[config.mk]
export PLATFORM = sky130hd
export DESIGN_NAME = ins_block_refill
export DESIGN_NICKNAME = d
export VERILOG_FILES = /design/src/rtl/ins_block_refill_pkg.sv /design/src/rtl/ins_block_refill.sv
export SDC_FILE = /design/constraint.sdc
export NUM_CORES = 1
export LEC_CHECK = 0
export ABC_AREA = 1
export ABC_CLOCK_PERIOD_IN_PS = 4300
export CAP_MARGIN = 20
export CORE_MARGIN = 5
export CORE_UTILIZATION = 53
export DETAILED_ROUTE_END_ITERATION = 10
export PLACE_DENSITY = 0.8
export REMOVE_ABC_BUFFERS = 1
export SLEW_MARGIN = 20
export SYNTH_ARGS = -nofsm -noshare
export SYNTH_HDL_FRONTEND = slang
export SYNTH_SLANG_ARGS = --single-unit
[constraint.sdc]
create_clock -name clock -period 4.3 [get_ports clock]
set_input_delay 1.075 -clock clock [delete_from_list [all_inputs] [get_ports clock]]
set_output_delay 1.075 -clock clock [all_outputs]
set_load 0.005 [all_outputs]
[src/rtl/ins_block_refill_pkg.sv]
// Shared constants for the instruction-cache refill engine: block geometry
// and FSM state encodings.
package ins_block_refill_pkg;

  localparam int WORD_W          = 32;
  localparam int WORDS_PER_BLOCK = 4;
  localparam int BLOCK_W         = WORD_W * WORDS_PER_BLOCK;
  localparam int OFFSET_W        = 4;
  localparam int CNT_W           = 2;

  localparam logic [1:0] ST_IDLE  = 2'd0;
  localparam logic [1:0] ST_FETCH = 2'd1;
  localparam logic [1:0] ST_WRITE = 2'd2;

endpackage

[src/rtl/ins_block_refill.sv]
// I-cache refill engine: fetches the four words of a missed block one at a
// time and issues a single registered write strobe to the cache data array.
module ins_block_refill
  import ins_block_refill_pkg::*;
#(
  parameter int ADDR_W  = 10,
  parameter int INDEX_W = 3
) (
  input  logic                               clock,
  input  logic                               reset_n,
  input  logic                               miss_req,
  input  logic [ADDR_W-1:0]                  miss_addr,
  output logic                               busy,
  output logic                               mem_read,
  output logic [ADDR_W-1:0]                  mem_addr,
  input  logic                               mem_ack,
  input  logic [WORD_W-1:0]                  mem_readdata,
  output logic                               fill_valid,
  output logic [BLOCK_W-1:0]                 fill_block,
  output logic [ADDR_W-INDEX_W-OFFSET_W-1:0] fill_tag,
  output logic [INDEX_W-1:0]                 fill_index
);

  localparam int TAG_W  = ADDR_W - INDEX_W - OFFSET_W;
  localparam int LINE_W = ADDR_W - OFFSET_W;

  logic [1:0]          state_q, state_d;
  logic [CNT_W-1:0]    word_cnt_q, word_cnt_d;
  logic [LINE_W-1:0]   base_q, base_d;
  logic [WORD_W-1:0]   words_q [WORDS_PER_BLOCK];
  logic [WORD_W-1:0]   words_d [WORDS_PER_BLOCK];
  logic                busy_q, busy_d;
  logic                mem_read_q, mem_read_d;
  logic [ADDR_W-1:0]   mem_addr_q, mem_addr_d;
  logic                fill_valid_q, fill_valid_d;
  logic [BLOCK_W-1:0]  fill_block_q, fill_block_d;
  logic [TAG_W-1:0]    fill_tag_q, fill_tag_d;
  logic [INDEX_W-1:0]  fill_index_q, fill_index_d;

  // Next-state logic. busy stays high through the strobe cycle so a new miss
  // cannot be accepted while fill_valid is still being presented.
  always_comb begin
    state_d      = state_q;
    word_cnt_d   = word_cnt_q;
    base_d       = base_q;
    words_d      = words_q;
    busy_d       = busy_q;
    mem_read_d   = mem_read_q;
    mem_addr_d   = mem_addr_q;
    fill_valid_d = 1'b0;
    fill_block_d = fill_block_q;
    fill_tag_d   = fill_tag_q;
    fill_index_d = fill_index_q;
    case (state_q)
      ST_IDLE: begin
        if (miss_req && !busy_q) begin
          base_d     = miss_addr[ADDR_W-1:OFFSET_W];
          word_cnt_d = {CNT_W{1'b0}};
          state_d    = ST_FETCH;
          busy_d     = 1'b1;
          mem_read_d = 1'b1;
          mem_addr_d = {miss_addr[ADDR_W-1:OFFSET_W], {OFFSET_W{1'b0}}};
        end else begin
          busy_d     = 1'b0;
          mem_read_d = 1'b0;
        end
      end
      ST_FETCH: begin
        busy_d     = 1'b1;
        mem_read_d = 1'b1;
        if (mem_ack) begin
          words_d[word_cnt_q] = mem_readdata;
          if (word_cnt_q == 2'd3) begin
            word_cnt_d = {CNT_W{1'b0}};
            mem_read_d = 1'b0;
            state_d    = ST_WRITE;
          end else begin
            word_cnt_d = word_cnt_q + 2'd1;
            mem_addr_d = {base_q, word_cnt_q + 2'd1, 2'b00};
          end
        end else begin
          word_cnt_d = word_cnt_q;
        end
      end
      ST_WRITE: begin
        busy_d       = 1'b1;
        mem_read_d   = 1'b0;
        fill_valid_d = 1'b1;
        fill_block_d = {words_q[3], words_q[2], words_q[1], words_q[0]};
        fill_tag_d   = base_q[LINE_W-1:INDEX_W];
        fill_index_d = base_q[INDEX_W-1:0];
        state_d      = ST_IDLE;
      end
      default: begin
        state_d    = ST_IDLE;
        busy_d     = 1'b0;
        mem_read_d = 1'b0;
      end
    endcase
  end

  // State and output registers; reset discards any partially collected block.
  always_ff @(posedge clock or negedge reset_n) begin
    if (!reset_n) begin
      state_q      <= ST_IDLE;
      word_cnt_q   <= {CNT_W{1'b0}};
      base_q       <= {LINE_W{1'b0}};
      for (int i = 0; i < WORDS_PER_BLOCK; i++) begin
        words_q[i] <= {WORD_W{1'b0}};
      end
      busy_q       <= 1'b0;
      mem_read_q   <= 1'b0;
      mem_addr_q   <= {ADDR_W{1'b0}};
      fill_valid_q <= 1'b0;
      fill_block_q <= {BLOCK_W{1'b0}};
      fill_tag_q   <= {TAG_W{1'b0}};
      fill_index_q <= {INDEX_W{1'b0}};
    end else begin
      state_q      <= state_d;
      word_cnt_q   <= word_cnt_d;
      base_q       <= base_d;
      words_q      <= words_d;
      busy_q       <= busy_d;
      mem_read_q   <= mem_read_d;
      mem_addr_q   <= mem_addr_d;
      fill_valid_q <= fill_valid_d;
      fill_block_q <= fill_block_d;
      fill_tag_q   <= fill_tag_d;
      fill_index_q <= fill_index_d;
    end
  end

  assign busy       = busy_q;
  assign mem_read   = mem_read_q;
  assign mem_addr   = mem_addr_q;
  assign fill_valid = fill_valid_q;
  assign fill_block = fill_block_q;
  assign fill_tag   = fill_tag_q;
  assign fill_index = fill_index_q;

endmodule

==> results of run 1 <==
layer usage:
metal  GRT usage  vias up  share of wire
met4     0.04920        0          0.019
met3     0.04469       35          0.072
li1            -     3221              -
met2      0.3170      217           0.48
met1      0.2706     3478           0.43
met5           0        -              0
cells by family after synthesis:
logic type,count (synthesis),synth area share
DFF,283,0.6437
and+or+nand+nor,205,0.07950
AOI/OAI and AO/OA,137,0.06255
muxes,134,0.1576
buffers and inverters,97,0.04492
adders and majority gates,10,0.01137
other,1,0.0003409
power by group:
part | total (uW) | switching [uW] | internal [uW]
sequential | 4490 | 677 | 3820
clock | 2320 | 1000 | 1320
combinational | 3550 | 1400 | 2150
per-stage QoR:
stage	total power [uW]	worst slack (ns)	hold slack, ns	setup TNS (ns)
finish	10370	1.771	0.4790	0
global placement	7933	1.313	0.4594	0
floorplan	6325	-0.8811	0.4476	-114.87
CTS	10480	1.737	0.4828	0
global route	10990	1.615	0.4981	0
detailed placement	8101	1.197	0.4679	0
cell type report:
class | instances | share of cell area
clock inverters | 13 | 0.005674
repair buffers | 194 | 0.1405
flip-flops and latches | 283 | 0.5098
multi-input cells | 488 | 0.2478
inverters | 50 | 0.01351
well taps | 270 | 0.02432
clock buffers | 39 | 0.05845
sequential cells by signal (all words and copies together), names as in the netlist:
name / flops
base_q: 6
busy: 1
fill_block: 128
fill_index: 3
fill_tag: 3
fill_valid: 1
mem_addr: 8
mem_read: 1
state_q: 2
word_cnt_q: 2
words_q: 128
cell usage in the layout, fill, tap and decap left out, types with 9 or more instances in the layout:
cell / instances
sky130_fd_sc_hd__clkdlybuf4s50_1: 185
sky130_fd_sc_hd__ha_1: 9
sky130_fd_sc_hd__dfrtp_1: 283
sky130_fd_sc_hd__clkbuf_16: 28
sky130_fd_sc_hd__mux2_2: 74
sky130_fd_sc_hd__inv_1: 48
sky130_fd_sc_hd__nand4_1: 10
sky130_fd_sc_hd__nand2_1: 182
sky130_fd_sc_hd__mux2_4: 60
sky130_fd_sc_hd__clkinv_2: 11
sky130_fd_sc_hd__o21ai_1: 28
sky130_fd_sc_hd__o21ai_0: 107
how the worst min path moves through the flow:
stage                                  start                        to  slack (ns)
finish               words_q[82]$_DFFE_PN0P_   words_q[82]$_DFFE_PN0P_        0.48
global route         words_q[67]$_DFFE_PN0P_   words_q[67]$_DFFE_PN0P_        0.50
CTS                  words_q[67]$_DFFE_PN0P_   words_q[67]$_DFFE_PN0P_        0.48
detailed placement   words_q[67]$_DFFE_PN0P_   words_q[67]$_DFFE_PN0P_        0.47
global placement     mem_addr[3]$_DFFE_PN0P_   mem_addr[3]$_DFFE_PN0P_        0.46
floorplan           words_q[100]$_DFFE_PN0P_  words_q[100]$_DFFE_PN0P_        0.45
==> results.toml, run 1 <==
[placement]
dp_hpwl_um = 14510
dpl-instance-area_um2 = 13000
io_buffer_count = 186
dp.cells = 1285
routabilityCongestion = 0.8157

[hold_path]
worstHoldPathType = "flip-flop to flip-flop"
min_delay_path_depth = 2

[yosys]
sequential_fraction_of_the_synthesis_area = 0.6437
post-synth-top-area-fraction = 0.6437
post_synth_most_frequent_cells = "283 x sky130_fd_sc_hd__dfrtp_1, 182 x sky130_fd_sc_hd__nand2_1, 107 x sky130_fd_sc_hd__o21ai_0, 74 x sky130_fd_sc_hd__mux2_2, 60 x sky130_fd_sc_hd__mux2_4"
synth.cell_area_um2 = 11000
ys.warnings.count = 0
yosysUniqueCellTypes = 26
synthFlopType = "sky130_fd_sc_hd__dfrtp_1"
synthArstFlopShare = 1.000
synth_edf_count = 0
netlist.top_cell.by_area = "sky130_fd_sc_hd__dfrtp_1"
post_synth_inst_count = 867
synth.most_common_cell = "sky130_fd_sc_hd__dfrtp_1"
synthesis.area_per_instance_um2 = 12.69
postSynthRegisterBits = 283
synth.top_cells.by_area = "sky130_fd_sc_hd__dfrtp_1 64%, sky130_fd_sc_hd__mux2_4 8.2%, sky130_fd_sc_hd__mux2_2 7.6%"

[sta]
slew_viol_final = 0
timing.clock.skew_ns = 0.02061
finalHoldViolations = 0
layout_worst_path_cycle_share = 0.5882
achievable-frequency_mhz = 395.4
finalCriticalPeriod_ns = 2.529
relSlewSlack = 0.4239
setup_repair_after_global_routing_missed_its_margin = "false"
timing_worst_slew_pin_value_ns = 0.8641
setup_viol = 0

[drt]
remaining_number_of_nets_flagged_by_the_antenna_check_after_routing = 0
dr.first_iter.drc_count = 352
vias = 6951
detailedRoute.firstPassIterationCount = 5
viasPerCell = 5.199
drt-total-wl_um = 23370
routed_wire_length_per_instance_um = 17.48
detail_route.drc_violations = 0

[clock_network]
cts_tree = "built"
cts_hold_buf = 0
clkLatencyLatePin_ns = 0.54
count_of_instances_resized_after_the_clock_tree_is_built = 0
cts_max_path_buffers = 3
clock_sinks = 283
clk_transition_reported_paths_ns = 0.06
h-tree-depth = 1
post_cts_buffers = 0
clock-root-buffer = "sky130_fd_sc_hd__clkbuf_16"
tritoncts.num_buffers = 28

[critical_path]
critical_path.max_fanout = 2
cp_top_family = "buffers and inverters"
worst_setup_sp = "fill_block[78]$_DFFE_PN0P_"
r2r-start = "state_q[1]$_DFFE_PN0P_"
crit_path_start_kind = "flip-flop"
critical_path.n_buffers_inverters = 1
worstPathCellList = "clkdlybuf4s50_1"
critPathKind = "flip-flop to primary output"
critical_path_cell_count = 1
worst_ep_required_time_ns = 3.22
crit-reg2reg-capture = "words_q[61]$_DFFE_PN0P_"
setup_slack_of_the_worst_register_to_register_path_ns = 1.92
crit_slowest_cell = "sky130_fd_sc_hd__clkdlybuf4s50_1"
cp-end-kind = "primary output"
endpoint = "fill_block[78]"
cp.arrival_ns = 1.45
cpPeakStageDelay_ns = 0.56
r2r_cells = 4

[finish]
regArea_um2 = 7082
fillCellCount = 1467
final_net_count = 1101
final-instance-count-excl-fill = 1337
finalInstanceArea_um2 = 13890
flow.area_growth_from_synthesis_pct = 26.27
utilization = 0.6822
post_route_cells_drive_above_1_share = 0.1884
antenna_cells_inserted = 0
multi_input_combinational_cell_area_um2 = 3442

[power]
ir_drop_mv = 0.3912
pwr_density_cell_nw_per_um2 = 746.2
p_leak_uw = 0.006619

[floorplan]
floorplan.die.width_um = 154.1
effective_utilization_at_floorplan = 0.5402
design.die.area_um2 = 23740
ios = 193
floorplan.die.height_um = 154.1
core.rowCount = 52
core-area_um2 = 20360

[global_route]
grt_antenna_before_repair = 0
grt_use_total = 0.1956
grt_pass1_vias = 7215
grt_first_pass_wirelength_um = 38350
largest_net_degree_at_the_start_of_global_routing = 118
globalRoute.totalOverflow = 0

[run_status]
run_status = "complete, no violations"

[flow_run]
max_cap_viol_count = 0
No activity file was read; power rests on OpenSTA's default activity.
==> run 2: changes to the inputs <==
- ABC_CLOCK_PERIOD_IN_PS: 4300 -> 2520
- clock period: 4.3 -> 2.52 ns (I/O delays scaled with it)
==> run 2 against run 1 <==
Critical path depth did not move. First-iteration DRC count rose by 18%. Die area did not move. Clock skew fell by 0.0059 ns.
==> results.toml, run 2 (synthesis gave the netlist of run 1 again) <==
[drt]
routed_wire_length_per_instance_um = 18.11
viasPerCell = 5.283
vias = 7111
detail_route.drc_violations = 0
detailedRoute.firstPassIterationCount = 5
drt-total-wl_um = 24380
remaining_number_of_nets_flagged_by_the_antenna_check_after_routing = 0
dr.first_iter.drc_count = 414

[power]
share_of_power_burned_in_registers = 0.418
pwr_density_cell_nw_per_um2 = 1297
switchingPower_uw = 5378
share_of_power_burned_in_combinational_logic = 0.336
ir_drop_mv = 0.6955
p_leak_uw = 0.006757
switching_share = 0.2919
clock_group_share_of_total_power = 0.246
cellInternalPower_uw = 13040

[finish]
flow.area_growth_from_synthesis_pct = 29.08
post_route_cells_drive_above_1_share = 0.1942
fillCellCount = 1404
final_net_count = 1110
regArea_um2 = 7082
antenna_cells_inserted = 0
multi_input_combinational_cell_area_um2 = 3442
layout_commonest_cell = "sky130_fd_sc_hd__dfrtp_1"
final_cell_mix = "283 x sky130_fd_sc_hd__dfrtp_1, 185 x sky130_fd_sc_hd__clkdlybuf4s50_1, 182 x sky130_fd_sc_hd__nand2_1"

[critical_path]
critical_path.n_buffers_inverters = 1
setup_slack_of_the_worst_register_to_register_path_ns = 0.67
r2r-start = "state_q[0]$_DFFE_PN0P_"
crit_path_start_kind = "flip-flop"
crit-reg2reg-capture = "fill_block[50]$_DFFE_PN0P_"
cpPeakStageDelay_ns = 0.53
cp_top_family = "buffers and inverters"
critPathKind = "flip-flop to primary output"
cp.arrival_ns = 1.48
cp-end-kind = "primary output"
worst_ep_required_time_ns = 1.89
critical_path.max_fanout = 2
crit_slowest_cell = "sky130_fd_sc_hd__clkdlybuf4s50_1"
worstPathCellList = "clkdlybuf4s50_1"
r2r_cells = 4

[flow_run]
max_cap_viol_count = 0

[sta]
achievable-frequency_mhz = 474.8
finalHoldViolations = 0
setup_viol = 0
relSlewSlack = 0.6505
slew_viol_final = 0
worst_hold_slack_ns = 0.4804
timing_worst_slew_pin_value_ns = 0.5230
timing.clock.skew_ns = 0.01473
setup_repair_after_global_routing_missed_its_margin = "false"
finalSetupTns_ns = 0
finalCriticalPeriod_ns = 2.106
layout_worst_path_cycle_share = 0.8358

[floorplan]
design.die.area_um2 = 23740
floorplan.die.width_um = 154.1
floorplan.die.height_um = 154.1
effective_utilization_at_floorplan = 0.5402
core-area_um2 = 20360
ios = 193
core.rowCount = 52

[clock_network]
cts_tree = "built"
tritoncts.num_buffers = 28
cts_max_path_buffers = 3
clkLatencyLatePin_ns = 0.53
clock-root-buffer = "sky130_fd_sc_hd__clkbuf_16"
count_of_instances_resized_after_the_clock_tree_is_built = 0
clk_transition_reported_paths_ns = 0.07
clock_sinks = 283
h-tree-depth = 1

[placement]
routabilityCongestion = 0.8079
dp_hpwl_um = 15450
io_buffer_count = 186

[global_route]
grt_use_total = 0.2087
globalRoute.totalOverflow = 0
largest_net_degree_at_the_start_of_global_routing = 74
grt_antenna_before_repair = 0
grt_first_pass_wirelength_um = 40790
grt_pass1_vias = 7647

[hold_path]
hold-path-endpoint = "words_q[112]$_DFFE_PN0P_"
min_delay_path_depth = 2
hold_path_startpoint = "words_q[112]$_DFFE_PN0P_"
worstHoldPathType = "flip-flop to flip-flop"

[run_status]
run_status = "complete, no violations"
-- run 2: through the flow --
stage	instance area (um2)	util	total power, uW	std cells	setup slack [ns]
2_1_floorplan	10700	-	10700	821	-2.661
3_3_place_gp	13170	0.6469	13640	1293	0.3459
3_5_place_dp	13170	0.6469	13960	1293	0.3051
4_1_cts	14200	0.6973	18630	1346	0.3878
5_1_grt	14200	0.6973	19530	1346	0.3661
6_report	14200	0.6973	18420	1346	0.4138
-- run 2: worst max path at each step --
stage,from,to,cells past startpoint
floorplan,state_q[0]$_DFFE_PN0P_,fill_block[0]$_DFFE_PN0P_,3
global placement,mem_ack,mem_addr[4]$_DFFE_PN0P_,6
detailed placement,mem_ack,words_q[120]$_DFFE_PN0P_,5
CTS,fill_block[104]$_DFFE_PN0P_,fill_block[104],1
global route,fill_block[111]$_DFFE_PN0P_,fill_block[111],1
finish,fill_block[104]$_DFFE_PN0P_,fill_block[104],1
-- run 2: power groups by stage --
stage / Clock (uW) / Sequential [uW] / Combinational, uW
after floorplan: 0 / 7480 / 3220
after global placement: 0 / 7640 / 6010
after detailed placement: 0 / 7720 / 6240
after CTS: 4620 / 7710 / 6300
after global routing: 4830 / 7940 / 6760
final: 4520 / 7700 / 6200
-- run 2: cell type report --
cell class                      instances  area share
Inverter                               50     0.01322
Sequential cell                       283      0.4987
Timing Repair Buffer                  203      0.1503
Tap cell                              270     0.02379
Clock buffer                           36     0.05427
Clock inverter                         16     0.01736
Multi-Input combinational cell        488      0.2424
-- run 2: worst register-to-register path, cell delays in order (launching register included) --
cell,delay [ns]
sky130_fd_sc_hd__dfrtp_1,0.43
sky130_fd_sc_hd__inv_1,0.17
sky130_fd_sc_hd__ha_4,0.32
sky130_fd_sc_hd__buf_12,0.37
sky130_fd_sc_hd__mux2_2,0.43
-- run 2: timing repair --
action,in CTS,in global routing
hold buffers,1,0
setup buffers,0,0
endpoints found under the hold margin,17,0
-- run 2: metal layers --
| layer | global-route usage | share of wire |
|---|---|---|
| met1 | 0.2801 | 0.41 |
| met2 | 0.3467 | 0.49 |
| met3 | 0.04609 | 0.073 |
| met4 | 0.05719 | 0.021 |
| met5 | 0 | 0 |
